--- src/rtl/loader_pkg.sv ---
// Shared types and defaults for the ROM download write-queue.
package loader_pkg;

  localparam int LOADER_DEPTH  = 8;
  localparam int LOADER_ADDR_W = 25;

  typedef enum logic [1:0] {
    IDLE  = 2'd0,
    LOAD  = 2'd1,
    DRAIN = 2'd2
  } loader_state_t;

  typedef struct packed {
    logic [LOADER_ADDR_W-1:0] addr;
    logic [7:0]               data;
  } loader_entry_t;

endpackage

--- src/rtl/loader_fifo.sv ---
// Single-clock FIFO of loader entries; a push into a full FIFO is accepted
// when a pop happens in the same cycle.
module loader_fifo
  import loader_pkg::*;
#(
  parameter int  DEPTH   = LOADER_DEPTH,
  parameter type entry_t = loader_entry_t
) (
  input  logic   clk_sys,
  input  logic   reset,
  input  logic   push,
  input  entry_t din,
  input  logic   pop,
  output logic   full,
  output logic   empty,
  output entry_t dout
);

  localparam int PTR_W = $clog2(DEPTH);
  localparam logic [PTR_W:0]   CNT_FULL = (PTR_W+1)'(DEPTH);
  localparam logic [PTR_W:0]   CNT_ONE  = (PTR_W+1)'(1);
  localparam logic [PTR_W-1:0] PTR_ONE  = PTR_W'(1);

  entry_t           mem [DEPTH];
  logic [PTR_W-1:0] wr_ptr;
  logic [PTR_W-1:0] rd_ptr;
  logic [PTR_W:0]   count;
  logic             do_push;
  logic             do_pop;

  assign full    = (count == CNT_FULL);
  assign empty   = (count == '0);
  assign do_pop  = pop && !empty;
  assign do_push = push && (!full || do_pop);
  assign dout    = mem[rd_ptr];

  always_ff @(posedge clk_sys) begin
    if (do_push) mem[wr_ptr] <= din;
  end

  always_ff @(posedge clk_sys) begin
    if (reset) begin
      wr_ptr <= '0;
      rd_ptr <= '0;
      count  <= '0;
    end else begin
      if (do_push) wr_ptr <= wr_ptr + PTR_ONE;
      if (do_pop)  rd_ptr <= rd_ptr + PTR_ONE;
      case ({do_push, do_pop})
        2'b10:   count <= count + CNT_ONE;
        2'b01:   count <= count - CNT_ONE;
        default: count <= count;
      endcase
    end
  end

endmodule

--- src/rtl/rom_loader_queue.sv ---
// Write-queue from data_io byte strobes to the SDRAM loader port, one byte per
// mem_sync slot. Define LOADER_CHECKSUM_EN to add a 16-bit sum of committed bytes.
module rom_loader_queue
  import loader_pkg::*;
#(
  parameter int DEPTH  = LOADER_DEPTH,
  parameter int ADDR_W = LOADER_ADDR_W
) (
  input  logic              clk_sys,
  input  logic              reset,
  input  logic              ioctl_download,
  input  logic              ioctl_wr,
  input  logic [ADDR_W-1:0] ioctl_addr,
  input  logic [7:0]        ioctl_dout,
  input  logic              mem_sync,
  output logic              loader_active,
  output logic              loader_we,
  output logic [ADDR_W-1:0] loader_addr,
  output logic [7:0]        loader_data,
  output logic              overflow,
  output logic              done,
  output loader_state_t     dbg_state
`ifdef LOADER_CHECKSUM_EN
  ,
  output logic [15:0]       checksum
`endif
);

  typedef struct packed {
    logic [ADDR_W-1:0] addr;
    logic [7:0]        data;
  } entry_t;

  // Handshake: ioctl_wr is a one-cycle strobe with no back-pressure (a byte
  // that finds the queue full is dropped and flagged); loader_we/addr/data are
  // launched right after a mem_sync and held until the next mem_sync samples them.
  loader_state_t state;
  logic          dl_q;
  logic          dl_rise;
  logic          dl_fall;
  logic          push;
  logic          pop;
  logic          fifo_full;
  logic          fifo_empty;
  entry_t        head;
  entry_t        in_entry;

  assign dl_rise       = ioctl_download && !dl_q;
  assign dl_fall       = !ioctl_download && dl_q;
  assign push          = ioctl_wr && (state == LOAD);
  assign pop           = mem_sync && !fifo_empty;
  assign in_entry      = '{addr: ioctl_addr, data: ioctl_dout};
  assign loader_active = (state != IDLE);
  assign dbg_state     = state;

  loader_fifo #(
    .DEPTH   (DEPTH),
    .entry_t (entry_t)
  ) u_fifo (
    .clk_sys (clk_sys),
    .reset   (reset),
    .push    (push),
    .din     (in_entry),
    .pop     (pop),
    .full    (fifo_full),
    .empty   (fifo_empty),
    .dout    (head)
  );

  always_ff @(posedge clk_sys) begin
    if (reset) begin
      state       <= IDLE;
      dl_q        <= 1'b0;
      loader_we   <= 1'b0;
      loader_addr <= '0;
      loader_data <= '0;
      overflow    <= 1'b0;
      done        <= 1'b0;
`ifdef LOADER_CHECKSUM_EN
      checksum    <= '0;
`endif
    end else begin
      dl_q <= ioctl_download;
      done <= 1'b0;

      if (mem_sync) begin
        if (!fifo_empty) begin
          loader_we   <= 1'b1;
          loader_addr <= head.addr;
          loader_data <= head.data;
        end else begin
          loader_we   <= 1'b0;
        end
      end

      if (push && fifo_full && !pop) overflow <= 1'b1;
`ifdef LOADER_CHECKSUM_EN
      if (pop) checksum <= checksum + 16'(head.data);
`endif

      // Entering LOAD starts a fresh session: the clears below override the
      // accumulate above, while queued bytes from a previous session stay.
      case (state)
        IDLE: begin
          if (dl_rise) begin
            state    <= LOAD;
            overflow <= 1'b0;
`ifdef LOADER_CHECKSUM_EN
            checksum <= '0;
`endif
          end
        end
        LOAD: begin
          if (dl_fall) state <= DRAIN;
        end
        DRAIN: begin
          if (dl_rise) begin
            state    <= LOAD;
            overflow <= 1'b0;
`ifdef LOADER_CHECKSUM_EN
            checksum <= '0;
`endif
          end else if (mem_sync && fifo_empty) begin
            state <= IDLE;
            done  <= 1'b1;
          end
        end
        default: state <= IDLE;
      endcase
    end
  end

endmodule

--- config.mk ---
export PLATFORM = sky130hd
export DESIGN_NAME = rom_loader_queue
export DESIGN_NICKNAME = d
export VERILOG_FILES = /design/src/rtl/loader_pkg.sv /design/src/rtl/loader_fifo.sv /design/src/rtl/rom_loader_queue.sv
export SDC_FILE = /design/constraint.sdc
export NUM_CORES = 1
export LEC_CHECK = 0
export BUFFER_PORTS_ARGS = -buffer_cell sky130_fd_sc_hd__buf_4
export CAP_MARGIN = 20
export CORE_UTILIZATION = 25
export CTS_CLUSTER_SIZE = 24
export DETAILED_ROUTE_END_ITERATION = 8
export PLACE_DENSITY = 0.5
export SKIP_LAST_GASP = 1
export SYNTH_ARGS = -nofsm -noshare
export SYNTH_HDL_FRONTEND = slang
export SYNTH_SLANG_ARGS = --single-unit
--- constraint.sdc ---
create_clock -name clk_sys -period 6.5 [get_ports clk_sys]
set_input_delay 1.3 -clock clk_sys [delete_from_list [all_inputs] [get_ports clk_sys]]
set_output_delay 1.3 -clock clk_sys [all_outputs]
set_load 0.05 [all_outputs]
==> results of run 1 <==
-- worst max-delay path by stage --
stage / start / end / slack, ns / cells past startpoint
6_report: mem_sync / u_fifo.count[2]$_SDFFE_PP0P_ / 3.44 / 9
5_1_grt: mem_sync / u_fifo.count[2]$_SDFFE_PP0P_ / 3.19 / 9
4_1_cts: mem_sync / u_fifo.count[2]$_SDFFE_PP0P_ / 3.44 / 9
3_5_place_dp: mem_sync / u_fifo.count[2]$_SDFFE_PP0P_ / 2.91 / 9
3_3_place_gp: mem_sync / u_fifo.count[2]$_SDFFE_PP0P_ / 2.88 / 9
2_1_floorplan: ioctl_wr / u_fifo.mem[0][0]$_DFFE_PP_ / 1.05 / 4
-- registers in the layout, summed over array words and instances (netlist names) --
| signal | flops |
|---|---|
| u_fifo.wr_ptr | 3 |
| loader_data | 8 |
| u_fifo.count | 4 |
| dl_q | 1 |
| u_fifo.mem | 264 |
| loader_we | 1 |
| overflow | 1 |
| dbg_state | 2 |
| loader_addr | 25 |
| done | 1 |
| u_fifo.rd_ptr | 3 |
-- per-layer routing --
metal | share of wire | track usage | vias up | routed length (um)
met2 | 0.49 | 0.171 | 95 | 11800
met5 | 0.00071 | 0 | - | 17
li1 | - | - | 2587 | -
met4 | 0.019 | 0.0278 | 2 | 447
met1 | 0.45 | 0.133 | 2837 | 10800
met3 | 0.043 | 0.0237 | 40 | 1030
-- stage by stage --
step / power (mW) / worst slack [ns] / std cells
2_1_floorplan: 3.43 / 1.05 / 591
3_3_place_gp: 3.73 / 2.88 / 1254
3_5_place_dp: 3.74 / 2.91 / 1254
4_1_cts: 5.57 / 3.44 / 1316
5_1_grt: 5.74 / 3.19 / 1316
6_report: 5.48 / 3.44 / 1316
-- area by class of cell --
class                   count  area [um2]  area share
multi-input cells         243        2760       0.195
repair buffers             91         683      0.0482
clock buffers              55        1020      0.0722
well taps                 607         759      0.0536
clock inverters             7        31.3     0.00221
flip-flops and latches    313        8920       0.629
-- worst min-delay path, delay by kind of cell (launching register included) --
kind / cells / cell delay (ns)
flip-flops: 1 / 0.31
AO/OA/AOI/OAI: 1 / 0.05
AND/OR/NAND/NOR: 1 / 0.09
-- placed cells by master, fill, tap and decap left out, types with 3 or more instances in the layout --
| master | netlist | final |
|---|---|---|
| clkinv_1 | 0 | 3 |
| edfxtp_1 | 264 | 264 |
| nand2b_1 | 6 | 6 |
| dfxtp_1 | 49 | 46 |
| nor3_2 | 0 | 4 |
| nor2_1 | 48 | 45 |
| clkbuf_1 | 12 | 15 |
| clkinv_2 | 0 | 4 |
| nand2_1 | 6 | 6 |
| nor2_4 | 0 | 3 |
| nor2b_1 | 5 | 5 |
| buf_4 | 1 | 91 |
| a21oi_1 | 4 | 4 |
| xor2_1 | 3 | 3 |
| clkbuf_16 | 0 | 37 |
| nor3_1 | 8 | 4 |
| ha_1 | 3 | 3 |
| mux4_2 | 66 | 66 |
| clkbuf_8 | 0 | 3 |
| a211oi_1 | 35 | 35 |
| mux2i_1 | 36 | 36 |
-- logic make-up (layout without fill, tap and decap cells) --
logic type,count (synthesis),after routing,synth area share
and+or+nand+nor,82,82,0.0321
muxes,103,103,0.157
DFF,313,313,0.754
xor gates and xnor gates,5,5,0.00371
adders and majority gates,3,3,0.00318
buffers and inverters,35,153,0.0174
AOI/OAI and AO/OA,50,50,0.0329
-- power by group --
part | internal (mW) | total, mW | switching (mW)
registers | 2.29 | 2.46 | 0.165
clock network | 1.08 | 1.81 | 0.734
logic | 0.513 | 1.21 | 0.700
==> key figures, run 1 <==
Placement
  – Final GP Congestion: approximately 0.66
  – Placed cell areas: 13100 um2
  – Dpl hpwl: 13.9 mm
  – PortBufs: 76

Logic synthesis
  – Sequential fraction of the synthesis area: 0.754
  – Mapped Nets: ~630
  – Largest area contributor in the netlist: edfxtp_1
  – Count leader, synth: edfxtp_1
  – Post-synth ARST share: 0
  – Netlist Area Pre-Place: between 10000 and 15000 um2
  – #FFs+latches synth: roughly 310
  – Ranking of synthesized cells by area: edfxtp_1, mux4_2, dfxtp_1
  – Primary FF master, synth: edfxtp_1
  – Number of synthesized flops with an enable pin: between 200 and 300
  – Post-synth top cells: edfxtp_1, mux4_2, dfxtp_1
  – Netlist cell types: 38
  – Mean post-synth cell area: about 20 um2
  – Yosys Warn Count: 0
  – Syn Inst Count: 591
  – Area fraction of the dominant cell type after synthesis: 0.671

Worst setup path
  – CP max stage delay: 0.58 ns
  – Register-to-Register Path Depth: 4
  – Peak fanout along the critical path: 70
  – CP cell instances: buf_4 -> o41a_2 -> buf_4 -> nand2b_1 -> xnor2_1 -> ha_1 -> nor4_1 -> a21oi_2 -> mux2_1
  – Worst setup EP type: flop
  – Buf/Inv on CP: 2
  – Most used cell along the critical path: buf_4
  – Worst r2r src: u_fifo.rd_ptr[0]$_SDFFE_PP0P_
  – RR Endpoint: loader_addr[22]$_SDFFE_PP0N_
  – Delay-heaviest family, CP: buffers and inverters
  – Startpoint types: primary input
  – CP max-delay cell: buf_4
  – Data required time at the worst endpoint: around 7 ns
  – CP Data Arrival Time: around 3.4 ns
  – Worst Path Class, Setup: primary input to flop
  – R2R setup slack: roughly 3.7 ns

STA
  – Worst Tran Pin Value: just under 1 ns
  – Rel. slew slack: 0.352
  – Unrepaired setup endpoints after global routing: no
  – Min Hold Slack: 0.499 ns
  – Endpoints failing hold: 0
  – Tcrit/Tclk final: 0.470
  – Final slew viol count: 0
  – Max Fclk: 0.327 GHz
  – Fin crit period: between 3 and 4 ns
  – Setup violators final: 0
  – TNS Setup: 0 ns
  – Setup Skew: 0.00773 ns

Global route
  – Vias in the first global route: 5939
  – Remaining Overflow, GRT: 0
  – Initial antenna violation count: 1
  – Total GRT Usage: 0.103
  – Largest net degree at the start of global routing: just over 70
  – Global-route wire length before repair: about 37 mm

Worst hold path
  – Hold path cells: 2
  – Hold path startpoint: loader_addr[6]$_SDFFE_PP0N_
  – Hold Path End: loader_addr[6]$_SDFFE_PP0N_
  – Hold Path Class: flop to flop

CTS
  – CTS resizes: 0
  – Inserted Clock Buffers: 34
  – CTS tree: yes
  – Setup Fix Bufs, Post-CTS: 0
  – Clock Tree Buf Depth: 3
  – CTS H-Tree Depth: 2
  – Post-cts hold buffer count: 0
  – Clock Sinks: 313
  – Worst skew pair latency: approximately 0.50 ns
  – Clk root buf: clkbuf_16
  – Clk slew on worst S/H paths: around 0.060 ns

Layout
  – Layout area overhead: 19.9%
  – Fillers: 4495
  – Inserted Diodes: 0
  – Design area: between 10000 and 15000 um2
  – Final Core Density: 0.304
  – Final net count: a little over 700
  – Share of cells above drive strength 1: 0.307

Route
  – Drt initial violations: between 300 and 400
  – Drt pass-1 iters: 4
  – Routed vias: 5561
  – Via/cell ratio: 4.23
  – Post-Route WL: between 20 and 25 mm
  – Number of remaining DRC errors: 0
  – Antenna viol nets, final: 0
  – Avg WL per Cell: approximately 18 um

Power and ir drop
  – Power per cell area: 387 nW/um2
  – Worst VDD drop: around 0.17 mV
  – Leakage: roughly 4.4 nW

Floorplanning
  – Die area: 48200 um2
  – Die Span Y: between 200 and 250 um
  – I/O pin cnt: 77
  – Core footprint: about 47000 um2
  – Die width: around 220 um
  – Starting Density: 0.254
  – Row count: between 70 and 80

Status
  – Outcome: completed

Run
  – Max-Cap Viols: 0
Power figures use the tool's default switching activity.
==> run 2, diff against run 1 <==
PLACE_DENSITY = 0.51   (was 0.5)
clock period = 2.6 ns   (was 6.5 ns; I/O delays follow)
==> run 2 against run 1 <==
  * Combinational power rose to 2.7 times the previous value
  * Sequential power up 140%
  * Cell count up 1.1%
  * Critical path type is now flop to flop
==> key figures, run 2 (synthesized netlist as in run 1, its figures left out) <==
Status
  – Outcome: completed

Worst setup path
  – RR Endpoint: u_fifo.count[2]$_SDFFE_PP0P_
  – Peak fanout along the critical path: 8
  – Worst setup EP type: flop
  – CP Data Arrival Time: 2.49 ns
  – R2R setup slack: between 0.4 and 0.5 ns
  – Worst r2r src: u_fifo.count[0]$_SDFFE_PP0P_
  – Worst Path Class, Setup: flop to flop
  – Register-to-Register Path Depth: 7
  – Startpoint types: flop
  – Data required time at the worst endpoint: around 3.0 ns

Layout
  – Top Registers: u_fifo.mem (264), loader_addr (25), loader_data (8)
  – Top reg by flops: u_fifo.mem
  – Commonest non-fill, non-tap cell in the layout: edfxtp_1
  – Fillers: 4486
  – Share of cells above drive strength 1: 0.336
  – Layout area overhead: 23.4%
  – Inserted Diodes: 0
  – Most frequent cells in the layout: edfxtp_1, buf_4, mux4_2, nor2_1, dfxtp_1
  – Final Core Density: 0.313
  – Multi-input logic area: ~2800 um2
  – Final net count: 737
  – Largest register FFs: roughly 260
  – Seq. cell area: between 8000 and 9000 um2

Global route
  – Vias in the first global route: 6029
  – Largest net degree at the start of global routing: 70
  – Remaining Overflow, GRT: 0
  – Total GRT Usage: 0.104
  – Initial antenna violation count: 2
  – Global-route wire length before repair: between 30 and 40 mm

Floorplanning
  – Die Span Y: around 220 um
  – Starting Density: 0.254
  – Row count: 79
  – Die area: ~48000 um2
  – I/O pin cnt: 77
  – Core footprint: 46600 um2
  – Die width: 219 um

Route
  – Routed vias: roughly 5800
  – Post-Route WL: roughly 25 mm
  – Antenna viol nets, final: 0
  – Avg WL per Cell: ~18 um
  – Drt initial violations: 350
  – Via/cell ratio: between 4 and 5
  – Drt pass-1 iters: 4
  – Number of remaining DRC errors: 0

Power and ir drop
  – Clk pwr share: 0.353
  – Leakage: between 4 and 5 nW
  – P_sw: 4.13 mW
  – Pint: 10.2 mW
  – Sequential power share: 0.417
  – Tot Pwr: roughly 14 mW
  – Comb power frac: 0.230
  – Worst VDD drop: between 0.4 and 0.5 mV
  – Switching Fraction: 0.288
  – Power per cell area: 983 nW/um2

CTS
  – Clk root buf: clkbuf_16
  – Post-cts hold buffer count: 0
  – Worst skew pair latency: approximately 0.51 ns
  – Clock Tree Buf Depth: 3
  – Clock Sinks: 313
  – CTS H-Tree Depth: 2
  – Setup Fix Bufs, Post-CTS: 0
  – Inserted Clock Buffers: 36
  – CTS resizes: 0
  – CTS tree: yes
  – Clk slew on worst S/H paths: 0.06 ns

STA
  – Worst Tran Pin Value: about 0.8 ns
  – Min Hold Slack: between 0.2 and 0.25 ns
  – Rel. slew slack: 0.465
  – Fin crit period: 2.11 ns
  – Max Fclk: around 0.47 GHz
  – Setup violators final: 0
  – Setup Skew: between 0.015 and 0.02 ns
  – Unrepaired setup endpoints after global routing: no
  – Final slew viol count: 0
  – Endpoints failing hold: 0
  – Crit path setup slack, layout: 0.487 ns
  – Tcrit/Tclk final: 0.813

Placement
  – PortBufs: 76
  – Dpl hpwl: approximately 15 mm
  – Final GP Congestion: 0.688
  – DP Worst Slack: approximately 0.28 ns

Run
  – Max-Cap Viols: 0

Worst hold path
  – Hold Path End: u_fifo.mem[3][6]$_DFFE_PP_
  – Hold Path Class: primary input to flop
  – Hold path startpoint: ioctl_dout[6]
  – Hold path cells: 1
==> run 2: cell types whose count changed in the layout (fill, tap and decap cells not counted), sizes merged <==
| cell | previous run | this run |
|---|---|---|
| buf | 91 | 102 |
| bufinv | 0 | 4 |
| clkbuf | 55 | 46 |
| clkinv | 7 | 12 |
| clkinvlp | 0 | 3 |
| inv | 0 | 1 |
==> run 2: per-stage QoR <==
stage | area, um2 | TNS, ns | std cells
6_report | 14600 | 0 | 1331
3_5_place_dp | 13400 | 0 | 1265
3_3_place_gp | 13400 | 0 | 1265
5_1_grt | 14600 | 0 | 1331
4_1_cts | 14600 | 0 | 1331
2_1_floorplan | 11900 | -18.32 | 591
==> run 2: area by class of cell <==
class | count | area share
Timing Repair Buffer | 102 | 0.0619
Clock buffer | 46 | 0.0679
Clock inverter | 20 | 0.0150
Multi-Input combinational cell | 243 | 0.191
Sequential cell | 313 | 0.612
Tap cell | 607 | 0.0521
==> run 2: routing by layer <==
layer  GRT usage  routed length, um  vias to the layer above
met1       0.139              11300                     2993
met5           0                 23                        -
met4      0.0292                386                        4
met2       0.166              11600                      113
met3      0.0275               1240                       37
li1            -                  -                     2627
==> run 2: worst max-delay path by stage <==
stage	from	to	slack [ns]	cells past startpoint
after floorplan	ioctl_wr	u_fifo.mem[3][0]$_DFFE_PP_	-0.19	4
after global placement	ioctl_wr	u_fifo.count[2]$_SDFFE_PP0P_	0.23	8
after detailed placement	ioctl_wr	u_fifo.count[2]$_SDFFE_PP0P_	0.28	8
after CTS	u_fifo.count[0]$_SDFFE_PP0P_	u_fifo.count[2]$_SDFFE_PP0P_	0.50	7
after global routing	u_fifo.count[0]$_SDFFE_PP0P_	u_fifo.count[2]$_SDFFE_PP0P_	0.37	7
final	u_fifo.count[0]$_SDFFE_PP0P_	u_fifo.count[2]$_SDFFE_PP0P_	0.49	7
==> run 2: power groups by stage <==
stage          registers, mW  clock network [mW]  logic, mW
2_1_floorplan           6.74                   0       1.85
3_3_place_gp            6.09                   0       3.37
3_5_place_dp            6.10                   0       3.38
4_1_cts                 6.00                5.20       3.39
5_1_grt                 6.04                5.38       3.59
6_report                5.99                5.06       3.30
==> run 2: worst max-delay path, cell delays in order, from the launching register on <==
cell	delay [ns]
dfxtp_1	0.38
o41a_2	0.50
nand2b_1	0.13
xnor2_1	0.08
ha_1	0.21
nor4_1	0.32
a21oi_2	0.06
mux2_1	0.31
